==> config.mk <==
export PLATFORM = sky130hd
export DESIGN_NAME = vcfg_unit
export DESIGN_NICKNAME = d
export VERILOG_FILES = /design/src/rtl/vcfg_unit.sv
export SDC_FILE = /design/constraint.sdc
export NUM_CORES = 1
export LEC_CHECK = 0
export CORE_ASPECT_RATIO = 1.25
export CORE_MARGIN = 2
export CORE_UTILIZATION = 27
export DETAILED_ROUTE_END_ITERATION = 12
export PLACE_DENSITY = 0.59
export SKIP_LAST_GASP = 1
export SLEW_MARGIN = 20
export SYNTH_ARGS = -nofsm -noshare
export SYNTH_HDL_FRONTEND = slang
export SYNTH_SLANG_ARGS = --single-unit
==> constraint.sdc <==
create_clock -name clk -period 9.7 [get_ports clk]
set_input_delay 2.425 -clock clk [delete_from_list [all_inputs] [get_ports clk]]
set_output_delay 2.425 -clock clk [all_outputs]
set_load 0.005 [all_outputs]
==> src/rtl/vcfg_unit.sv <==
// Vector configuration stage: executes vsetvli/vsetivli/vsetvl, holds vl/vtype,
// and returns the new vl to the scalar core over a valid/ready writeback.
module vcfg_unit #(
  parameter int unsigned VLEN = 256,
  parameter int unsigned ELEN = 32,
  parameter int unsigned XLEN = 32
) (
  input  logic            clk,
  input  logic            rst,
  input  logic            in_valid,
  output logic            in_ready,
  input  logic [6:0]      opcode_mjr,
  input  logic [2:0]      opcode_mnr,
  input  logic [4:0]      dest,
  input  logic [4:0]      src_1,
  input  logic [10:0]     vtype_11,
  input  logic [9:0]      vtype_10,
  input  logic [1:0]      cfg_type,
  input  logic [XLEN-1:0] rs1_data,
  input  logic [XLEN-1:0] rs2_data,
  output logic [XLEN-1:0] vl,
  output logic [XLEN-1:0] vtype,
  output logic            out_valid,
  input  logic            out_ready,
  output logic [4:0]      out_rd_addr,
  output logic [XLEN-1:0] out_rd_data
);
  localparam int unsigned     VLMAX_W = $clog2(VLEN) + 1;
  localparam logic [XLEN-1:0] VILL    = {1'b1, {(XLEN-1){1'b0}}};

  typedef enum logic [1:0] {ST_IDLE, ST_CALC, ST_WB} state_e;
  typedef enum logic [1:0] {K_VLI, K_IVLI, K_VL} kind_e;

  function automatic logic [VLMAX_W-1:0] calc_vlmax(input logic [2:0] vsew,
                                                    input logic [2:0] vlmul);
    logic [VLMAX_W-1:0] base;
    base = VLMAX_W'(VLEN) >> (3 + vsew);
    if (!vlmul[2]) return base << vlmul[1:0];
    return base >> (4'd8 - {1'b0, vlmul});
  endfunction

  function automatic logic calc_vill(input logic rsvd_nz, input logic [2:0] vsew,
                                     input logic [2:0] vlmul);
    logic [31:0] sew;
    logic        ill;
    sew = 32'd8 << vsew;
    ill = rsvd_nz || (vlmul == 3'b100) || (sew > ELEN);
    // Fractional LMUL: SEW must fit in ELEN*LMUL, i.e. SEW scaled by 1/LMUL <= ELEN.
    if (vlmul[2] && (vlmul != 3'b100) && ((sew << (4'd8 - {1'b0, vlmul})) > ELEN))
      ill = 1'b1;
    return ill;
  endfunction

  state_e          state_q, state_d;
  kind_e           kind_q, kind_d;
  logic [4:0]      dest_q, dest_d;
  logic [4:0]      src1_q, src1_d;
  logic [XLEN-1:0] rs1_data_q, rs1_data_d;
  logic [XLEN-1:0] raw_vtype_q, raw_vtype_d;
  logic [XLEN-1:0] vl_q, vl_d;
  logic [XLEN-1:0] vtype_q, vtype_d;
  logic [4:0]      out_rd_addr_q, out_rd_addr_d;
  logic [XLEN-1:0] out_rd_data_q, out_rd_data_d;

  logic               is_cfg;
  logic               accept;
  logic               new_vill;
  logic [VLMAX_W-1:0] vlmax;
  logic [XLEN-1:0]    avl;
  logic [XLEN-1:0]    new_vl;
  logic [XLEN-1:0]    new_vtype;

  assign is_cfg = (opcode_mjr == 7'h57) && (opcode_mnr == 3'b111);
  assign accept = in_valid && in_ready;

  // Accept stage: capture operands of a config instruction
  always_comb begin
    kind_d      = kind_q;
    dest_d      = dest_q;
    src1_d      = src1_q;
    rs1_data_d  = rs1_data_q;
    raw_vtype_d = raw_vtype_q;
    if (accept && is_cfg) begin
      dest_d     = dest;
      src1_d     = src_1;
      rs1_data_d = rs1_data;
      if (!cfg_type[1]) begin
        kind_d      = K_VLI;
        raw_vtype_d = XLEN'(vtype_11);
      end else if (cfg_type[0]) begin
        kind_d      = K_IVLI;
        raw_vtype_d = XLEN'(vtype_10);
      end else begin
        kind_d      = K_VL;
        raw_vtype_d = rs2_data;
      end
    end
  end

  // Calc stage: VLMAX, AVL selection, legality and new vl/vtype
  always_comb begin
    new_vill = calc_vill(|raw_vtype_q[XLEN-1:8], raw_vtype_q[5:3], raw_vtype_q[2:0]);
    vlmax    = calc_vlmax(raw_vtype_q[5:3], raw_vtype_q[2:0]);
    if (kind_q == K_IVLI)    avl = XLEN'(src1_q);
    else if (src1_q != 5'd0) avl = rs1_data_q;
    else if (dest_q != 5'd0) avl = '1;
    else                     avl = vl_q;
    new_vl    = (avl < XLEN'(vlmax)) ? avl : XLEN'(vlmax);
    new_vtype = raw_vtype_q;
    if (new_vill) begin
      new_vl    = '0;
      new_vtype = VILL;
    end
  end

  always_comb begin
    state_d = state_q;
    case (state_q)
      ST_IDLE: if (accept && is_cfg) state_d = ST_CALC;
      ST_CALC: state_d = (dest_q != 5'd0) ? ST_WB : ST_IDLE;
      ST_WB:   if (out_ready) state_d = ST_IDLE;
      default: state_d = ST_IDLE;
    endcase
  end

  always_comb begin
    in_ready  = (state_q == ST_IDLE);
    out_valid = (state_q == ST_WB);
  end

  // Commit stage: architectural state and held writeback payload
  always_comb begin
    vl_d          = vl_q;
    vtype_d       = vtype_q;
    out_rd_addr_d = out_rd_addr_q;
    out_rd_data_d = out_rd_data_q;
    if (state_q == ST_CALC) begin
      vl_d    = new_vl;
      vtype_d = new_vtype;
      if (dest_q != 5'd0) begin
        out_rd_addr_d = dest_q;
        out_rd_data_d = new_vl;
      end
    end
  end

  always_ff @(posedge clk) begin
    if (rst) begin
      state_q       <= ST_IDLE;
      vl_q          <= '0;
      vtype_q       <= VILL;
      out_rd_addr_q <= '0;
      out_rd_data_q <= '0;
    end else begin
      state_q       <= state_d;
      vl_q          <= vl_d;
      vtype_q       <= vtype_d;
      out_rd_addr_q <= out_rd_addr_d;
      out_rd_data_q <= out_rd_data_d;
    end
  end

  always_ff @(posedge clk) begin
    kind_q      <= kind_d;
    dest_q      <= dest_d;
    src1_q      <= src1_d;
    rs1_data_q  <= rs1_data_d;
    raw_vtype_q <= raw_vtype_d;
  end

  assign vl          = vl_q;
  assign vtype       = vtype_q;
  assign out_rd_addr = out_rd_addr_q;
  assign out_rd_data = out_rd_data_q;

endmodule
Yosys cells after proc, flatten, opt, wreduce, memory -nomap -nowiden --
Index checks and enable logic that the tools add are counted.
Storage, ports and cells: register bits after elaboration 179, input port bits 111, output and inout port bits 103, word-level logic and storage cells 60
Cells by class: $add $sub $neg 2, order comparisons 3, eq/ne operators 9, shift-type cells 5, mux-type cells 15, bitwise gates (word level) 1, reductions and logical operators 14
Operator list (number):
- $mux W32 | 6
- $gt A32 B6 Y1 const B | 2
- $lt A32 B9 Y1 | 1
- $shl A32 B4 Y32 | 1
- $shl A4 B3 Y32 const A | 1
- $reduce_or A24 Y1 | 1
- $mux W11 | 2
- $reduce_bool A5 Y1 | 2
- $mux W9 | 1
- $shl A9 B2 Y9 | 1
- $shr A9 B4 Y9 | 1
- $shr A9 B4 Y9 const A | 1
- $mux W2 | 4
- $eq A7 B7 Y1 const B | 1
- $eq A3 B3 Y1 const B | 2
- $pmux W2 S3 | 1
- $logic_and A1 B1 Y1 | 5
- $add A2 B3 Y4 const A | 1
- $eq A2 B1 Y1 const B | 2
- $ne A2 B1 Y1 const B | 2
- $reduce_and A2 Y1 | 2
- $sub A4 B3 Y4 const A | 1
- $ne A3 B3 Y1 const B | 1
- $eq A2 B2 Y1 const B | 1
- 5 further kinds | 6

Longest topological paths before layout --
Gate-level depths: netlist (run 1).
depth after elaboration 7, mapped depth 19, gate-level depth less buffers 18

Worst setup path before layout (run 1) --
OpenSTA, ideal clock, no wires.
kind input -> register, start in opcode_mjr[4], end reg dest_q[0] (enable), library setup time 0.604 ns, arrival 7.856 ns, required time 9.096 ns, slack 1.240 ns, stages on the path 3, buffers on the path 0, cells stage by stage nor2b_1 -> nand4_1 -> nor3_1
On the way: longest elaborated chain between the ends 3
RTL lines:
- start, declared | RTL line 12 | input logic [6:0] opcode_mjr,
- $eq A7 B7 Y1 | RTL line 73 | assign is_cfg = (opcode_mjr == 7'h57) && (opcode_mnr == 3'b111);
- $logic_and A1 B1 Y1 | RTL line 73
- $logic_and A1 B1 Y1 | RTL line 83 | if (accept && is_cfg) begin
- end signal, assigned | RTL line 165 | dest_q <= dest_d;
- end, declared | RTL line 56 | logic [4:0] dest_q, dest_d;
No other way between the ends. A chain may end at the register's enable or synchronous reset.

Worst setup path after layout (run 1) --
start reg raw_vtype_q[1], end reg out_rd_data_q[0], in the netlist out_rd_data[0]
On the way: longest elaborated chain between the ends 6, elaborated cells between the ends (all ways) 16
RTL lines:
- start, declared | RTL line 59 | logic [XLEN-1:0] raw_vtype_q, raw_vtype_d;
- start signal, assigned | RTL line 168 | raw_vtype_q <= raw_vtype_d;
- $sub A4 B3 Y4 | RTL line 39, 49
- $shr A9 B4 Y9 / $shl A32 B4 Y32 (equally long branches) | RTL line 39, 49
- $mux W9 / $gt A32 B6 Y1 (equally long branches) | RTL line 39, 49
- $lt A32 B9 Y1 / $logic_and A1 B1 Y1 (equally long branches) | RTL line 108, 49
- $mux W32 / $mux W1 (equally long branches) | RTL line 108, 49
- $mux W32 * | RTL line 110 | if (new_vill) begin
- end signal, assigned | RTL line 159 | out_rd_data_q <= out_rd_data_d;
- end, declared | RTL line 63 | logic [XLEN-1:0] out_rd_data_q, out_rd_data_d;
Mark *: on every way between the ends. The rest lies on a longest branch, timed or not.

==> impl_metrics.yaml, run 1 <==
setup_path:
  critPathTopFamily: "compound AO/OA/AOI/OAI gates"
  cp_data_arrival_time_ns: 4.83
  worstReg2RegStart: "raw_vtype_q[1]$_DFFE_PP_"
  number_of_buffer_and_inverter_instances_along_the_worst_setup_path: 3
  critPathLaunch: "raw_vtype_q[1]$_DFFE_PP_"
  worst_path_max_delay_cell: "edfxtp_1"
  critPathMaxStageDelay_ns: 0.54
  crit_path_end_kind: "register"
  setup.worst_path.start_class: "register"
  crit_type: "register to register"
  worst-endpoint-required_ns: 10.01
  timing.critical_path.cells: "inv_1 > ha_1 > inv_1 > ha_1 > nor2_1 > nand2_1 > nor4_1 > a21oi_1 > o21ai_0 > inv_1 > ha_1 > a211oi_1 > o21ai_0 > or2_1 > a2111oi_4 > o22ai_2 > mux2i_1 > a22o_1"
  critical_path.max_fanout: 10
timing:
  worst-slew-pin-transition_ns: 0.955
  fmaxAchievable_mhz: 221
  unrepaired_setup_endpoints_after_global_routing: "false"
  period_minus_slack_ns: 4.52
  timing.final.crit_share: 0.466
  timing_max_transition_violations_final: 0
  timing.final.hold_violations: 0
  slew_headroom: 0.363
  setup_viol_count_final: 0
  worst_clock_skew_ns: 0.0219
  setup-tns-final_ns: 0
  timing.hold.ws_ns: 0.456
synthesis:
  postSynthAreaPerCell_um2: 12.0
  yosys_warnings: 0
  count_of_flip_flops_with_a_built_in_enable_after_synthesis: 76
  yosysSeqAreaShare: 0.647
  synthesis.nets: 680
  async_reset_ff_frac: 0
  netlist_area_um2: 6720
  ys_seq_elements: 179
  synthesis.instances: 558
  synth.distinct_cells: 46
  prevailing_post_synth_register_cell: "dfxtp_1"
clocking:
  clock_sink_count: 179
  cts_inserted_buffers: 17
  cts_tree: "yes"
  post_cts_resized: 0
  ctsRootBufferMaster: "clkbuf_16"
  cts_buffer_depth: 2
  hold_bufs_at_cts: 0
  worstSkewPairLatency_ns: 0.43
  h-tree-depth: 4
  clock_transition_at_the_registers_of_the_reported_paths_ns: 0.07
  postCtsSetupBuffers: 0
flow_run:
  max_cap_violations: 0
die:
  fp.coreArea_um2: 24500
  design.portCount: 214
  die_extent_in_y_um: 180
  floorplan.die.width_um: 145
  design.die.area_um2: 26200
  start_util: 0.274
  number_of_rows_created_at_floorplan: 64
cells_and_area:
  mostFrequentLayoutCell: "clkdlybuf4s50_1"
  drive_gt1_frac: 0.0628
  area_of_the_multi_input_gates_um2: 2230
  fill_cells: 2418
  layout.cells.most_common_list: "213 x clkdlybuf4s50_1, 103 x dfxtp_1, 94 x and2_1"
  fin_nets: 889
  antennaDiodeCount: 0
  area.sequential_um2: 4340
  flow.area_growth_from_synthesis_pct: 45.9
drt:
  drt-initial-drc-count: 122
  drt-wirelength-per-cell_um: 14.8
  totalWireLength_um: 16500
  detail_route.vias_per_cell: 4.33
  drtPass1Iterations: 4
  antenna_left: 0
  num_vias: 4802
  drcViolationCount: 0
power:
  fraction_of_power_consumed_by_combinational_cells: 0.044
  power_frac_seq: 0.514
  net-switching-power_w: 0.000320
  netSwitchingFraction: 0.210
  powerDensity_nw_per_um2: 156
  ir_worst_vdd_uv: 106
  total_leakage_power_nw: 3.54
  intPower_w: 0.00120
  clock_power_share: 0.442
worst_hold_path:
  timing.hold.worst.class: "register to register"
  startpoint_of_the_worst_hold_path: "vtype[23]$_SDFFE_PP0N_"
outcome:
  status: "finished, final reports clean"
global_routing:
  antenna_found_initial: 0
  grt_pass1_vias: 4827
  grt_start_max_net_pins: 77
  grt_first_pass_wirelength_um: 25800
  grtUsageTotal: 0.126
  globalRouteOverflowTotal: 0
placement:
  port-buffer-count: 213
  dpl.hpwl_um: 12100
  place_congestion: 0.799
## cell families (layout without fill, tap and decap cells)
group | count (synthesis) | after routing | synth area share
simple gates | 214 | 214 | 0.177
flops | 179 | 179 | 0.647
compound gates | 95 | 95 | 0.105
buf+inv | 40 | 262 | 0.0238
mux | 17 | 17 | 0.0253
fa+ha+maj | 11 | 11 | 0.0205
xor+xnor | 2 | 2 | 0.00261
## worst paths after layout
| kind | end | slack (ns) | cells after the start |
|---|---|---|---|
| worst min-delay path | vtype[23]$_SDFFE_PP0N_ | 0.46 | 1 |
| worst max register to register | out_rd_data[0]$_SDFFE_PP0P_ | 5.18 | 18 |
| worst max-delay path | out_rd_data[0]$_SDFFE_PP0P_ | 5.18 | 18 |
| worst min register to register | vtype[23]$_SDFFE_PP0N_ | 0.46 | 1 |
## final cells by class
| cell class | instances | share of cell area |
|---|---|---|
| Clock buffer | 20 | 0.0467 |
| Clock inverter | 12 | 0.0121 |
| Multi-Input combinational cell | 339 | 0.228 |
| Tap cell | 330 | 0.0421 |
| Timing Repair Buffer | 219 | 0.224 |
| Inverter | 11 | 0.00421 |
| Sequential cell | 179 | 0.443 |
## flip-flops by register name, indices dropped and copies added, names as in the netlist
register and cells:
state_q 2, dest_q 5, vtype 32, src1_q 5, kind_q 2, out_rd_data 32, out_rd_addr 5, vl 32
rs1_data_q 32, raw_vtype_q 32
## cells in the mapped netlist, types with 6 or more instances
master    number  area share
dfxtp_1      103        0.31
mux2i_1       17       0.025
nand2_1       17      0.0095
nor4_1        18       0.017
o21ai_0       13      0.0097
a21oi_1       21       0.016
nor2_1        43       0.024
nand3_1        6      0.0045
inv_1         11      0.0061
a22oi_1       13       0.015
a22o_1        15       0.020
and2_1        94       0.088
nor3_1         9      0.0067
clkbuf_1      20       0.011
buf_2          8      0.0060
nor2b_1       10      0.0093
edfxtp_1      76        0.34
ha_1          11       0.020
## through the flow
stage	total power [W]	instance area (µm²)	cells	worst slack, ns	util
floorplan	0.000817	6720	558	1.24	-
global placement	0.000866	9200	1077	4.92	0.375
detailed placement	0.000867	9200	1077	4.90	0.375
CTS	0.00155	9780	1109	5.15	0.399
global route	0.00158	9810	1110	4.71	0.400
finish	0.00153	9810	1110	5.18	0.400
## per-layer routing
metal / vias up / wire length [µm] / part of all wire / global-route usage
met3: 15 / 773 / 0.047 / 0.0304
met2: 137 / 8180 / 0.50 / 0.218
li1: 2441 / - / - / -
met4: 0 / 277 / 0.017 / 0.0514
met1: 2209 / 7220 / 0.44 / 0.151
met5: - / 0 / 0 / 0
## power groups by stage
stage | Clock (W) | Combinational (W) | Sequential, W
finish | 0.000675 | 0.0000667 | 0.000784
global route | 0.000727 | 0.0000725 | 0.000783
CTS | 0.000699 | 0.0000663 | 0.000784
detailed placement | 0 | 0.0000661 | 0.000801
global placement | 0 | 0.0000656 | 0.000801
floorplan | 0 | 0.0000160 | 0.000801
Note: power is estimated with default switching activity, not from simulation.
==> inputs of run 2 (changes only) <==
--- a/config.mk
+++ b/config.mk
@@ -9,7 +9,7 @@
 export CORE_MARGIN = 2
 export CORE_UTILIZATION = 27
 export DETAILED_ROUTE_END_ITERATION = 12
-export PLACE_DENSITY = 0.59
+export PLACE_DENSITY = 0.61
 export SKIP_LAST_GASP = 1
 export SLEW_MARGIN = 20
 export SYNTH_ARGS = -nofsm -noshare
==> constraint.sdc (replaced) <==
create_clock -name clk -period 3.97 [get_ports clk]
set_input_delay 0.9925 -clock clk [delete_from_list [all_inputs] [get_ports clk]]
set_output_delay 0.9925 -clock clk [all_outputs]
set_load 0.005 [all_outputs]
==> impl_metrics.yaml, run 2 (synthesis results as in run 1) <==
power:
  total_leakage_power_nw: 3.77
  ir_worst_vdd_uv: 258
  clock_power_share: 0.469
  net-switching-power_w: 0.000782
  fraction_of_power_consumed_by_combinational_cells: 0.041
  power_frac_seq: 0.489
  pnr_total_power_w: 0.00391
  netSwitchingFraction: 0.200
  powerDensity_nw_per_um2: 380
  intPower_w: 0.00313
setup_path:
  worstReg2RegStart: "dest_q[3]$_DFFE_PP_"
  regToRegEndpoint: "vl[2]$_SDFFE_PP0N_"
  crit_type: "register to register"
  critPathLaunch: "dest_q[3]$_DFFE_PP_"
  crit_path_end_kind: "register"
  worst-endpoint-required_ns: 4.33
  ff2ff_setup_slack_ns: 0.02
  worst_path_max_delay_cell: "or4_4"
  critPathMaxStageDelay_ns: 0.58
  cp_data_arrival_time_ns: 4.31
  critical_path.max_fanout: 6
  end_point_of_the_critical_path: "vl[2]$_SDFFE_PP0N_"
  setup.worst_path.start_class: "register"
  timing.critical_path.cells: "or4_4 > nor2_4 > nand2_4 > buf_6 > o221a_4 > a21oi_2 > inv_1 > ha_2 > a2111oi_4 > o21ai_2 > or2_1 > a2111oi_4 > o22a_2 > mux2i_2 > a22o_1"
  reg2regPathDepth: 15
  timing.critical_path.mode_cell: "a2111oi_4"
timing:
  worst-slew-pin-transition_ns: 1.16
  timing.hold.ws_ns: 0.457
  timing.final.hold_violations: 0
  unrepaired_setup_endpoints_after_global_routing: "true"
  timing_max_transition_violations_final: 0
  slew_headroom: 0.227
  setup-tns-final_ns: 0
  worst_clock_skew_ns: 0.0120
  timing.final.crit_share: 0.995
  period_minus_slack_ns: 3.95
  setup_viol_count_final: 0
  fmaxAchievable_mhz: 253
placement:
  placedInstanceArea_um2: 9410
  place_congestion: 0.884
  port-buffer-count: 213
  dpl.hpwl_um: 12700
global_routing:
  antenna_found_initial: 0
  globalRouteOverflowTotal: 0
  grt_pass1_vias: 4983
  grt_start_max_net_pins: 57
  grt_first_pass_wirelength_um: 26400
  grtUsageTotal: 0.130
die:
  number_of_rows_created_at_floorplan: 64
  die_extent_in_y_um: 180
  design.portCount: 214
  design.die.area_um2: 26200
  floorplan.die.width_um: 145
  fp.coreArea_um2: 24500
  start_util: 0.274
drt:
  drt-initial-drc-count: 157
  totalWireLength_um: 17100
  drt-wirelength-per-cell_um: 15.0
  detail_route.vias_per_cell: 4.35
  num_vias: 4949
  drcViolationCount: 0
  drtPass1Iterations: 4
  antenna_left: 0
cells_and_area:
  antennaDiodeCount: 0
  layout.cells.most_common_list: "213 x clkdlybuf4s50_1, 103 x dfxtp_1, 94 x and2_1"
  flow.area_growth_from_synthesis_pct: 53.2
  mostFrequentLayoutCell: "clkdlybuf4s50_1"
  final_core_util: 0.420
  design_area_um2: 10300
  fin_nets: 918
  drive_gt1_frac: 0.125
flow_run:
  max_cap_violations: 0
outcome:
  status: "finished, final reports clean"
clocking:
  cts_inserted_buffers: 17
  cts_tree: "yes"
  clock_sink_count: 179
  cts_buffer_depth: 2
  ctsRootBufferMaster: "clkbuf_16"
  h-tree-depth: 4
  clock_transition_at_the_registers_of_the_reported_paths_ns: 0.06
  worstSkewPairLatency_ns: 0.43
worst_hold_path:
  timing.hold.worst.class: "register to register"
==> run 2: changes by cell type in the layout (fill, tap and decap cells not counted), moves of 3 or more <==
cell     previous run  this run
a21oi_1            20        17
buf_12              0         4
buf_4               5        30
ha_4                0         3
a21oi_2             1         4
ha_1               11         6
o21ai_0            13        10
==> run 2: area by class of cell <==
type | count | area, µm²
Inverter | 11 | 41.3
Timing Repair Buffer | 248 | 2450
Tap cell | 330 | 413
Clock inverter | 11 | 144
Multi-Input combinational cell | 339 | 2390
Sequential cell | 179 | 4340
Clock buffer | 21 | 514
Fill cell | 2377 | 14200
==> run 2: power groups by stage <==
stage                     Clock [W]  Combinational [W]  Sequential, W
final                       0.00183           0.000162        0.00191
after global routing        0.00197           0.000177        0.00191
after CTS                   0.00189           0.000163        0.00191
after detailed placement          0           0.000163        0.00196
after global placement            0           0.000160        0.00196
after floorplan                   0          0.0000396        0.00196
==> run 2: how the worst min path moves through the flow <==
stage / start / endpoint / slack, ns / depth (start not counted)
finish: out_rd_data[30]$_SDFFE_PP0P_ / out_rd_data[30]$_SDFFE_PP0P_ / 0.46 / 1
global route: vtype[8]$_SDFFE_PP0N_ / vtype[8]$_SDFFE_PP0N_ / 0.47 / 1
CTS: out_rd_data[30]$_SDFFE_PP0P_ / out_rd_data[30]$_SDFFE_PP0P_ / 0.46 / 1
detailed placement: vtype[8]$_SDFFE_PP0N_ / vtype[8]$_SDFFE_PP0N_ / 0.44 / 1
global placement: out_rd_data[6]$_SDFFE_PP0P_ / out_rd_data[6]$_SDFFE_PP0P_ / 0.44 / 2
floorplan: out_rd_data[5]$_SDFFE_PP0P_ / out_rd_data[5]$_SDFFE_PP0P_ / 0.45 / 2
==> run 2: critical path: cells and delay by family (launching register included) <==
kind	cells	cell delay [ns]
AOI/OAI and AO/OA	7	1.73
adders and majority gates	1	0.20
buffers and inverters	2	0.21
DFF	1	0.40
muxes	1	0.26
and+or+nand+nor	4	1.09
==> run 2: through the flow <==
stage / instances / setup slack, ns
floorplan: 558 / 0.0518
global placement: 1099 / -0.0821
detailed placement: 1099 / -0.164
CTS: 1131 / 0.000244
global route: 1139 / -0.101
finish: 1139 / 0.0203
==> run 2: routing by layer <==
layer  GRT usage  wire length (µm)  up-vias
met5           0                 0        -
met4      0.0510               382        0
met3      0.0443               964       24
met2       0.220              8530      157
met1       0.151              7260     2284
li1            -                 -     2484
==> run 2: timing repair <==
| item | CTS | global route |
|---|---|---|
| endpoints found under the setup margin | 18 | 18 |
| setup buffers | 0 | 7 |
| pin swaps | 3 | 15 |
| gates resized for setup | 5 | 27 |
| hold buffers | 0 | 0 |
